===== config.mk =====
export PLATFORM = sky130hd
export DESIGN_NAME = multicycle_ctrl
export DESIGN_NICKNAME = d
export VERILOG_FILES = /design/src/rtl/ctrl_pkg.sv /design/src/rtl/ctrl_out_decode.sv /design/src/rtl/multicycle_ctrl.sv
export SDC_FILE = /design/constraint.sdc
export NUM_CORES = 1
export LEC_CHECK = 0
export ABC_CLOCK_PERIOD_IN_PS = 1400
export CORE_MARGIN = 4
export CORE_UTILIZATION = 24
export DETAILED_ROUTE_END_ITERATION = 10
export GPL_TIMING_DRIVEN = 0
export HOLD_SLACK_MARGIN = 0.1
export RECOVER_POWER = 25
export SYNTH_ARGS = -nofsm -noshare
export SYNTH_HDL_FRONTEND = slang
export SYNTH_SLANG_ARGS = --single-unit

===== constraint.sdc =====
create_clock -name CLK -period 1.4 [get_ports CLK]
set_input_delay 0.14 -clock CLK [delete_from_list [all_inputs] [get_ports CLK]]
set_output_delay 0.14 -clock CLK [all_outputs]
set_load 0.02 [all_outputs]

===== src/rtl/ctrl_pkg.sv =====
// ---------------------------------------------------------------------------
// ctrl_pkg
// Shared definitions for the multicycle MIPS control FSM:
//   - field widths (OP_W opcode/funct width, ST_W state register width)
//   - state encoding (state_t)
//   - opcode constants for the supported instruction subset
//   - ALU_OP / ALU_SRC_B / PC_SOURCE select encodings
//   - ctrl_word_t: the full set of datapath controls produced each cycle
// Optional feature macro used by the importing RTL: MULTICYCLE_ILLEGAL_TRAP_EN
// ---------------------------------------------------------------------------
package ctrl_pkg;

  localparam int OP_W = 6;
  localparam int ST_W = 4;

  // Encodings 4'd14 and 4'd15 are unused and recover to FETCH.
  typedef enum logic [ST_W-1:0] {
    FETCH    = 4'd0,
    DECODE   = 4'd1,
    MEMADR   = 4'd2,
    MEMRD    = 4'd3,
    MEMWR    = 4'd4,
    MEMWB    = 4'd5,
    RTYPE_EX = 4'd6,
    RTYPE_WB = 4'd7,
    ADDI_EX  = 4'd8,
    ORI_EX   = 4'd9,
    ITYPE_WB = 4'd10,
    BRANCH   = 4'd11,
    JUMP     = 4'd12,
    TRAP     = 4'd13
  } state_t;

  localparam logic [OP_W-1:0] OP_RTYPE = 6'b000000;
  localparam logic [OP_W-1:0] OP_LW    = 6'b100011;
  localparam logic [OP_W-1:0] OP_SW    = 6'b101011;
  localparam logic [OP_W-1:0] OP_BEQ   = 6'b000100;
  localparam logic [OP_W-1:0] OP_J     = 6'b000010;
  localparam logic [OP_W-1:0] OP_ADDI  = 6'b001000;
  localparam logic [OP_W-1:0] OP_ORI   = 6'b001101;

  localparam logic [1:0] ALUOP_ADD   = 2'b00;
  localparam logic [1:0] ALUOP_SUB   = 2'b01;
  localparam logic [1:0] ALUOP_FUNCT = 2'b10;
  localparam logic [1:0] ALUOP_OR    = 2'b11;

  localparam logic [1:0] SRCB_B       = 2'b00;
  localparam logic [1:0] SRCB_FOUR    = 2'b01;
  localparam logic [1:0] SRCB_IMM     = 2'b10;
  localparam logic [1:0] SRCB_IMM_SH2 = 2'b11;

  localparam logic [1:0] PCSRC_ALU    = 2'b00;
  localparam logic [1:0] PCSRC_ALUOUT = 2'b01;
  localparam logic [1:0] PCSRC_JUMP   = 2'b10;

  typedef struct packed {
    logic       mem_req;
    logic       pc_write;
    logic       pc_write_cond;
    logic       ior_d;
    logic       mem_write;
    logic       ir_write;
    logic       mem_to_reg;
    logic       reg_dst;
    logic       reg_write;
    logic       alu_src_a;
    logic [1:0] alu_src_b;
    logic [1:0] alu_op;
    logic [1:0] pc_source;
  } ctrl_word_t;

  // All enables low, all selects zero.
  localparam ctrl_word_t CTRL_IDLE = ctrl_word_t'(16'h0000);

endpackage


===== src/rtl/ctrl_out_decode.sv =====
// ---------------------------------------------------------------------------
// ctrl_out_decode
// Purely combinational state -> control-word decode for multicycle_ctrl.
// Ports:
//   i_state   : current FSM state
//   i_mem_ack : memory handshake; only used in FETCH (IR/PC load on ack)
//   o_ctrl    : full datapath control word for this cycle
// States with no listed controls (TRAP, unused encodings) drive CTRL_IDLE.
// ---------------------------------------------------------------------------
module ctrl_out_decode
  import ctrl_pkg::*;
(
  input  state_t     i_state,
  input  logic       i_mem_ack,
  output ctrl_word_t o_ctrl
);

  // Moore decode of the control word; FETCH also qualifies IR/PC loads with ack.
  always_comb begin
    o_ctrl = CTRL_IDLE;
    case (i_state)
      FETCH: begin
        o_ctrl.mem_req   = 1'b1;
        o_ctrl.ior_d     = 1'b0;
        o_ctrl.alu_src_a = 1'b0;
        o_ctrl.alu_src_b = SRCB_FOUR;
        o_ctrl.alu_op    = ALUOP_ADD;
        o_ctrl.pc_source = PCSRC_ALU;
        // PC+4 and the instruction word are captured only when memory delivers.
        o_ctrl.ir_write  = i_mem_ack;
        o_ctrl.pc_write  = i_mem_ack;
      end
      DECODE: begin
        // Branch target precompute: PC + (imm << 2) into ALUOut.
        o_ctrl.alu_src_a = 1'b0;
        o_ctrl.alu_src_b = SRCB_IMM_SH2;
        o_ctrl.alu_op    = ALUOP_ADD;
      end
      MEMADR: begin
        o_ctrl.alu_src_a = 1'b1;
        o_ctrl.alu_src_b = SRCB_IMM;
        o_ctrl.alu_op    = ALUOP_ADD;
      end
      MEMRD: begin
        o_ctrl.mem_req = 1'b1;
        o_ctrl.ior_d   = 1'b1;
      end
      MEMWR: begin
        o_ctrl.mem_req   = 1'b1;
        o_ctrl.mem_write = 1'b1;
        o_ctrl.ior_d     = 1'b1;
      end
      MEMWB: begin
        o_ctrl.reg_write  = 1'b1;
        o_ctrl.mem_to_reg = 1'b1;
        o_ctrl.reg_dst    = 1'b0;
      end
      RTYPE_EX: begin
        o_ctrl.alu_src_a = 1'b1;
        o_ctrl.alu_src_b = SRCB_B;
        o_ctrl.alu_op    = ALUOP_FUNCT;
      end
      RTYPE_WB: begin
        o_ctrl.reg_write  = 1'b1;
        o_ctrl.reg_dst    = 1'b1;
        o_ctrl.mem_to_reg = 1'b0;
      end
      ADDI_EX: begin
        o_ctrl.alu_src_a = 1'b1;
        o_ctrl.alu_src_b = SRCB_IMM;
        o_ctrl.alu_op    = ALUOP_ADD;
      end
      ORI_EX: begin
        o_ctrl.alu_src_a = 1'b1;
        o_ctrl.alu_src_b = SRCB_IMM;
        o_ctrl.alu_op    = ALUOP_OR;
      end
      ITYPE_WB: begin
        o_ctrl.reg_write  = 1'b1;
        o_ctrl.reg_dst    = 1'b0;
        o_ctrl.mem_to_reg = 1'b0;
      end
      BRANCH: begin
        o_ctrl.alu_src_a     = 1'b1;
        o_ctrl.alu_src_b     = SRCB_B;
        o_ctrl.alu_op        = ALUOP_SUB;
        o_ctrl.pc_write_cond = 1'b1;
        o_ctrl.pc_source     = PCSRC_ALUOUT;
      end
      JUMP: begin
        o_ctrl.pc_write  = 1'b1;
        o_ctrl.pc_source = PCSRC_JUMP;
      end
      TRAP: begin
        o_ctrl = CTRL_IDLE;
      end
      default: begin
        o_ctrl = CTRL_IDLE;
      end
    endcase
  end

endmodule


===== src/rtl/multicycle_ctrl.sv =====
// ---------------------------------------------------------------------------
// multicycle_ctrl
// Moore FSM sequencing a shared-resource multicycle MIPS datapath (one ALU,
// one unified memory port). Holds the state register and next-state logic;
// control-word decode lives in ctrl_out_decode.
// Ports:
//   CLK, RST_N     : clock, synchronous active-low reset
//   OP, FUNCT      : opcode / funct from IR (FUNCT is for the ALU decoder)
//   ZERO           : ALU zero flag (consumed by the datapath PC logic)
//   MEM_ACK        : memory done for the current request
//   MEM_REQ..PC_SOURCE : datapath enables and mux selects
//   ILLEGAL        : sticky illegal-opcode flag
// Optional feature macro: MULTICYCLE_ILLEGAL_TRAP_EN
//   defined   -> illegal opcode parks the FSM in TRAP with ILLEGAL=1
//   undefined -> illegal opcode is a NOP, ILLEGAL tied low
// ---------------------------------------------------------------------------
module multicycle_ctrl
  import ctrl_pkg::*;
(
  input  logic            CLK,
  input  logic            RST_N,
  input  logic [OP_W-1:0] OP,
  input  logic [OP_W-1:0] FUNCT,
  input  logic            ZERO,
  input  logic            MEM_ACK,
  output logic            MEM_REQ,
  output logic            PC_WRITE,
  output logic            PC_WRITE_COND,
  output logic            IOR_D,
  output logic            MEM_WRITE,
  output logic            IR_WRITE,
  output logic            MEM_TO_REG,
  output logic            REG_DST,
  output logic            REG_WRITE,
  output logic            ALU_SRC_A,
  output logic [1:0]      ALU_SRC_B,
  output logic [1:0]      ALU_OP,
  output logic [1:0]      PC_SOURCE,
  output logic            ILLEGAL
);

  state_t     r_state;
  state_t     w_next_state;
  ctrl_word_t w_ctrl_dec;
  ctrl_word_t w_ctrl;

  // FUNCT and ZERO are routed here for the datapath; the FSM itself ignores them.
  logic w_unused_inputs;
  assign w_unused_inputs = ^{FUNCT, ZERO};

  // State register; reset restarts at FETCH and abandons any open request.
  always_ff @(posedge CLK) begin
    if (!RST_N) begin
      r_state <= FETCH;
    end else begin
      r_state <= w_next_state;
    end
  end

  // Next-state logic; memory states hold until MEM_ACK.
  always_comb begin
    w_next_state = r_state;
    case (r_state)
      FETCH: begin
        if (MEM_ACK) begin
          w_next_state = DECODE;
        end else begin
          w_next_state = FETCH;
        end
      end
      DECODE: begin
        case (OP)
          OP_LW, OP_SW: w_next_state = MEMADR;
          OP_RTYPE:     w_next_state = RTYPE_EX;
          OP_BEQ:       w_next_state = BRANCH;
          OP_J:         w_next_state = JUMP;
          OP_ADDI:      w_next_state = ADDI_EX;
          OP_ORI:       w_next_state = ORI_EX;
          default: begin
`ifdef MULTICYCLE_ILLEGAL_TRAP_EN
            w_next_state = TRAP;
`else
            w_next_state = FETCH;
`endif
          end
        endcase
      end
      MEMADR: begin
        if (OP == OP_LW) begin
          w_next_state = MEMRD;
        end else begin
          w_next_state = MEMWR;
        end
      end
      MEMRD: begin
        if (MEM_ACK) begin
          w_next_state = MEMWB;
        end else begin
          w_next_state = MEMRD;
        end
      end
      MEMWR: begin
        if (MEM_ACK) begin
          w_next_state = FETCH;
        end else begin
          w_next_state = MEMWR;
        end
      end
      MEMWB:    w_next_state = FETCH;
      RTYPE_EX: w_next_state = RTYPE_WB;
      RTYPE_WB: w_next_state = FETCH;
      ADDI_EX:  w_next_state = ITYPE_WB;
      ORI_EX:   w_next_state = ITYPE_WB;
      ITYPE_WB: w_next_state = FETCH;
      BRANCH:   w_next_state = FETCH;
      JUMP:     w_next_state = FETCH;
      TRAP: begin
`ifdef MULTICYCLE_ILLEGAL_TRAP_EN
        w_next_state = TRAP;
`else
        w_next_state = FETCH;
`endif
      end
      default:  w_next_state = FETCH;
    endcase
  end

  ctrl_out_decode u_out_decode (
    .i_state   (r_state),
    .i_mem_ack (MEM_ACK),
    .o_ctrl    (w_ctrl_dec)
  );

  // While reset is held every enable and select is forced low, even before
  // the first reset edge has initialised the state register.
  always_comb begin
    if (!RST_N) begin
      w_ctrl = CTRL_IDLE;
    end else begin
      w_ctrl = w_ctrl_dec;
    end
  end

  assign MEM_REQ       = w_ctrl.mem_req;
  assign PC_WRITE      = w_ctrl.pc_write;
  assign PC_WRITE_COND = w_ctrl.pc_write_cond;
  assign IOR_D         = w_ctrl.ior_d;
  assign MEM_WRITE     = w_ctrl.mem_write;
  assign IR_WRITE      = w_ctrl.ir_write;
  assign MEM_TO_REG    = w_ctrl.mem_to_reg;
  assign REG_DST       = w_ctrl.reg_dst;
  assign REG_WRITE     = w_ctrl.reg_write;
  assign ALU_SRC_A     = w_ctrl.alu_src_a;
  assign ALU_SRC_B     = w_ctrl.alu_src_b;
  assign ALU_OP        = w_ctrl.alu_op;
  assign PC_SOURCE     = w_ctrl.pc_source;

`ifdef MULTICYCLE_ILLEGAL_TRAP_EN
  logic r_illegal;

  // Sticky flag: set on the transition into TRAP, cleared only by reset.
  always_ff @(posedge CLK) begin
    if (!RST_N) begin
      r_illegal <= 1'b0;
    end else begin
      r_illegal <= r_illegal | (w_next_state == TRAP);
    end
  end

  assign ILLEGAL = r_illegal;
`else
  assign ILLEGAL = 1'b0;
`endif

endmodule

# [Word-level counts from Yosys, hierarchy flattened]
# Cells that the tools add are included.
[classes] n_mux=16 n_eq_ne=18 reduce_logical=7
[op_table] operator="one-hot mux 5 bit (6 select lines)" count=1
[op_table] operator="one-hot mux 4 bit (7 select lines)" count=1
[op_table] operator="one-hot mux 4 bit (6 select lines)" count=1
[op_table] operator="equality test 4 bit, second input constant" count=5
[op_table] operator="equality test 4 x 3 -> 1 bit, second input constant" count=4
[op_table] operator="two-way mux 16 bit" count=1
[op_table] operator="equality test 6 x 4 -> 1 bit, second input constant" count=2
[op_table] operator="equality test 6 bit, second input constant" count=2
[op_table] operator="two-way mux 3 bit" count=3
[op_table] operator="one-hot mux 3 bit (3 select lines)" count=1
[op_table] operator="equality test 4 x 2 -> 1 bit, second input constant" count=2
[op_table] operator="OR reduction 2 bit" count=4
[op_table] operator="equality test 6 x 2 -> 1 bit, second input constant" count=1
[op_table] operator="equality test 6 x 3 -> 1 bit, second input constant" count=1
[op_table] operator="zero test 6 bit" count=1
[op_table] operator="two-way mux 1 bit" count=6
[op_table] operator="equality test 4 x 1 -> 1 bit, second input constant" count=1
[op_table] operator="zero test 4 bit" count=1
[op_table] operator="one-hot mux 2 bit (2 select lines)" count=1
[op_table] operator="OR reduction 3 bit" count=1
[op_table] operator="one-hot mux 1 bit (2 select lines)" count=1
[totals] out_inout_bits=17 register_bits=4 input_bits=16 wordCells=42

# [Longest topological paths before layout]
[depth] depth_word=4 depth_mapped=5 ltp_nobuf=4

# [Modules after synthesis]
# A second synthesis with hierarchy kept.
[hier_totals] cells_unflattened=94 hier_area_um2=654.4
[modules_own_cells] mod="multicycle_ctrl" seq_area_each_um2=80.1 instances=1 area_per_inst_um2=452.9 cells_each=61
[modules_own_cells] mod="ctrl_out_decode" seq_area_each_um2=0.0 instances=1 area_per_inst_um2=201.4 cells_each=33

# [Least setup slack after synthesis]
# OpenSTA, ideal clock, no wires.
[synth_timing] kind="register to output" start="register r_state[1]" end="output PC_WRITE" path_slack_ns=-0.176 stages_incl_launch_ff=5 t_arrival_ns=1.436 path_buffers=0 required_ns=1.260 cell_sequence="dfxtp_1 > or3b_1 > nand2b_1 > nor2_1 > or2_2"
[synth_via] elab_chain_len=3 word_cells_on_any_way=4 cone_classes="eq/ne: 1; mux: 2; reduce/logical: 1"
[synth_lines] item="from (decl)" line_no="multicycle_ctrl.sv:42" source="state_t r_state;"
[synth_lines] item="from (signal assigned)" line_no="multicycle_ctrl.sv:56" source="r_state <= w_next_state;"
[synth_lines] item="equality test 4 bit or zero test 4 bit (tied branches)" line_no="ctrl_out_decode.sv:21" source="case (i_state)"
[synth_lines] item="one-hot mux 1 bit (2 select lines) *" line_no="ctrl_out_decode.sv:21"
[synth_lines] item="two-way mux 16 bit *" line_no="multicycle_ctrl.sv:137" source="if (!RST_N) begin"
[synth_lines] item="to (decl)" line_no="multicycle_ctrl.sv:27" source="output logic PC_WRITE,"
# Mark *: on every way between the ends. The rest lies on a longest branch, timed or not.

# [Final worst setup path]
# Same ends and word-level chain as after synthesis.

==> metrics.txt <==
Synth top area share 0.149; worst skew pair latency 0.23 ns; peak supply drop 0.289 mV; Diodes inserted 0; post-synthesis cell type with the largest combined area dfxtp_1; CP arrival 1.43 ns; Clock Tree Buf Depth 2; Yosys cell types 31; vias in the first global route 676; Final Hold Vio Count 0; core area 2040 sq um; first-pass GRT wire length 2760 microns; max reg flops 4; Port Buf Inserts 24; Hold WC Path Type primary input to flop; Total Nets Final 142; Pwr Density 442 nW/um^2; Crit Path Class flop to output port; post-synthesis async set-or-reset flop share 0; total power 453 uW; status finished, violations left; CTS root buf clkbuf_4; critical path's top delay family simple AND/OR/NAND/NOR gates; Seq pwr share 0.270; R2R Path End r_state[1]$_SDFF_PN0_; antenna viol nets, final 0; Initial Util 0.263; worst r2r path cells 6; Synth area leaders dfxtp_1 (15%), nor2_1 (8.4%), nand2b_1 (8.2%); cells after synthesis 87; Die Y 55.3 microns; Max stage delay on crit path 0.40 ns; Switching Fraction 0.323; Clock Skews 0.00410 ns; total nets after synthesis 103; Max Slew Vio Count 0; crit path max fanout 4; final worst slack -0.172 ns; CP Launch Type flop; Setup violations, final 9; gr ovfl total 0; vias 750; largest net degree at the start of global routing 11; CTS tree built; Reg with most FFs r_state; FF-to-FF Start r_state[1]$_SDFF_PN0_; Worst Setup End Kind output port; Final Hold Slack 0.313 ns; post-synthesis cell area 537 sq um; sequential area share after synthesis 0.149; crit path launch r_state[1]$_SDFF_PN0_; First DRT Iteration DRCs 13; max-cap violation count 0; number of synthesized register bits 4; switching power of the nets 146 uW; crit path cell chain or3b_4 -> nand2b_4 -> nor2_4 -> or2_4 -> buf_6; Crit-path slowest cell or3b_4; Logic pwr share 0.421; Num Clock Sinks 4; Period Utilization, post-route 1.12; clock buffer count from CTS 3; Final min period 1.57 ns; dpl hpwl 1250 microns; initial antenna violation count 0; reg2reg setup slack 0.10 ns; drt drc 0; Hold EP r_state[3]$_SDFF_PN0_; EDFF count, synth 0; Yosys warning count 0; Tot GR Track Use 0.106; dpl ws -0.766 ns; share of layout cells above drive strength 1 0.468; Post-Syn Area per Cell 6.17 sq um; clock share of power 0.309; IO Pins 33; top flop regs r_state (4); unrepaired setup endpoints after global routing yes; GP Congestion 0.803; buffers plus inverters on the worst setup path 1; internal power 307 uW; hold buffer count at CTS 0; vias per cell 4.97; worst path required time 1.26 ns; htree depth 1; routed wire length 1850 microns; violated checks negative setup slack; clk slew on worst S/H paths 0.04 ns; hold path depth 3; wire length per cell 12.3 microns; Leakage Power 0.460 nW; Die Area 3060 sq um; fin util 0.502; row cnt 16; min-delay src OP[1]; TritonRoute pass-1 iters 4; Area Overhead vs Synth 91.1%; fmax 0.636 GHz; Top FF cell, synth dfxtp_1; Die X 55.3 microns
## metrics by stage
step	cell area [sq um]	std cells	setup TNS, ns
4_1_cts	891	143	-0.964
2_1_floorplan	554	87	-0.0225
3_5_place_dp	828	138	-9.39
6_report	1030	151	-0.747
5_1_grt	1030	151	-1.34
3_3_place_gp	828	138	-9.51
## power by group through the flow
stage               clock network [mW]  registers (mW)  logic [mW]
global placement                     0           0.125       0.158
CTS                              0.146           0.122       0.166
floorplan                            0           0.124      0.0907
finish                           0.140           0.122       0.191
global route                     0.151           0.123       0.207
detailed placement                   0           0.125       0.159
## logic make-up (layout without fill, tap and decap cells)
logic type                count (synthesis)  after routing  share of synthesized area
muxes                                     1              1                     0.0186
xor gates and xnor gates                  3              3                     0.0490
buffers and inverters                     8             45                     0.0746
DFF                                       4              4                      0.149
other                                     1              1                    0.00699
AOI/OAI and AO/OA                        19             19                      0.200
and+or+nand+nor                          51             51                      0.501
## synth_stat cells, types with 2 or more instances
master	number
nor2_1	12
o21ai_0	8
nand2_1	7
nand2b_1	7
a31oi_1	5
nand3_1	5
nor3_1	5
dfxtp_1	4
a21oi_1	3
and2_1	3
buf_2	2
buf_4	2
clkbuf_1	2
inv_1	2
nor2b_1	2
or4_1	2
xnor2_1	2
## worst max-delay path by stage
stage	end	slack [ns]	cells past startpoint
2_1_floorplan	PC_WRITE	-0.02	4
3_3_place_gp	PC_WRITE	-0.78	6
3_5_place_dp	PC_WRITE	-0.77	6
4_1_cts	PC_WRITE	-0.20	5
5_1_grt	PC_WRITE	-0.21	5
6_report	PC_WRITE	-0.17	5
## timing repair
item / CTS / global route
gates resized for setup: 88 / 34
cloned: 0 / 1
setup endpoints to repair: 19 / 19
pin swaps: 4 / 6
setup buffers: 2 / 7
## tightest hold or removal path: stages
cell,delay [ns]
dlymetal6s2s_1,0.15
a31oi_1,0.10
a21oi_1,0.12
## cell usage in the layout (no fill, tap or decap), drive strengths merged, types with 3 or more instances in the layout
cell / instances
a21oi: 3
a31oi: 5
and2: 3
buf: 28
clkbuf: 5
clkdlybuf4s50: 3
dfxtp: 4
dlygate4sd2: 3
dlymetal6s2s: 3
nand2: 7
nand2b: 7
nand3: 5
nor2: 12
nor3: 5
o21ai: 8
## per-layer routing
metal  GRT usage  wire length (microns)  up-vias
met5           0                      0        -
met4      0.0417                      0        0
met3      0.0326                    115        0
met2       0.188                    969       18
met1       0.117                    767      347
li1            -                      -      385
## area by class of cell
class	count	area [sq um]
Buffer	6	61.3
Clock buffer	3	22.5
Fill cell	218	1020
Inverter	2	7.51
Multi-Input combinational cell	75	517
Sequential cell	4	92.6
Tap cell	27	33.8
Timing Repair Buffer	34	292
Note: power is estimated with default switching activity, not from simulation.
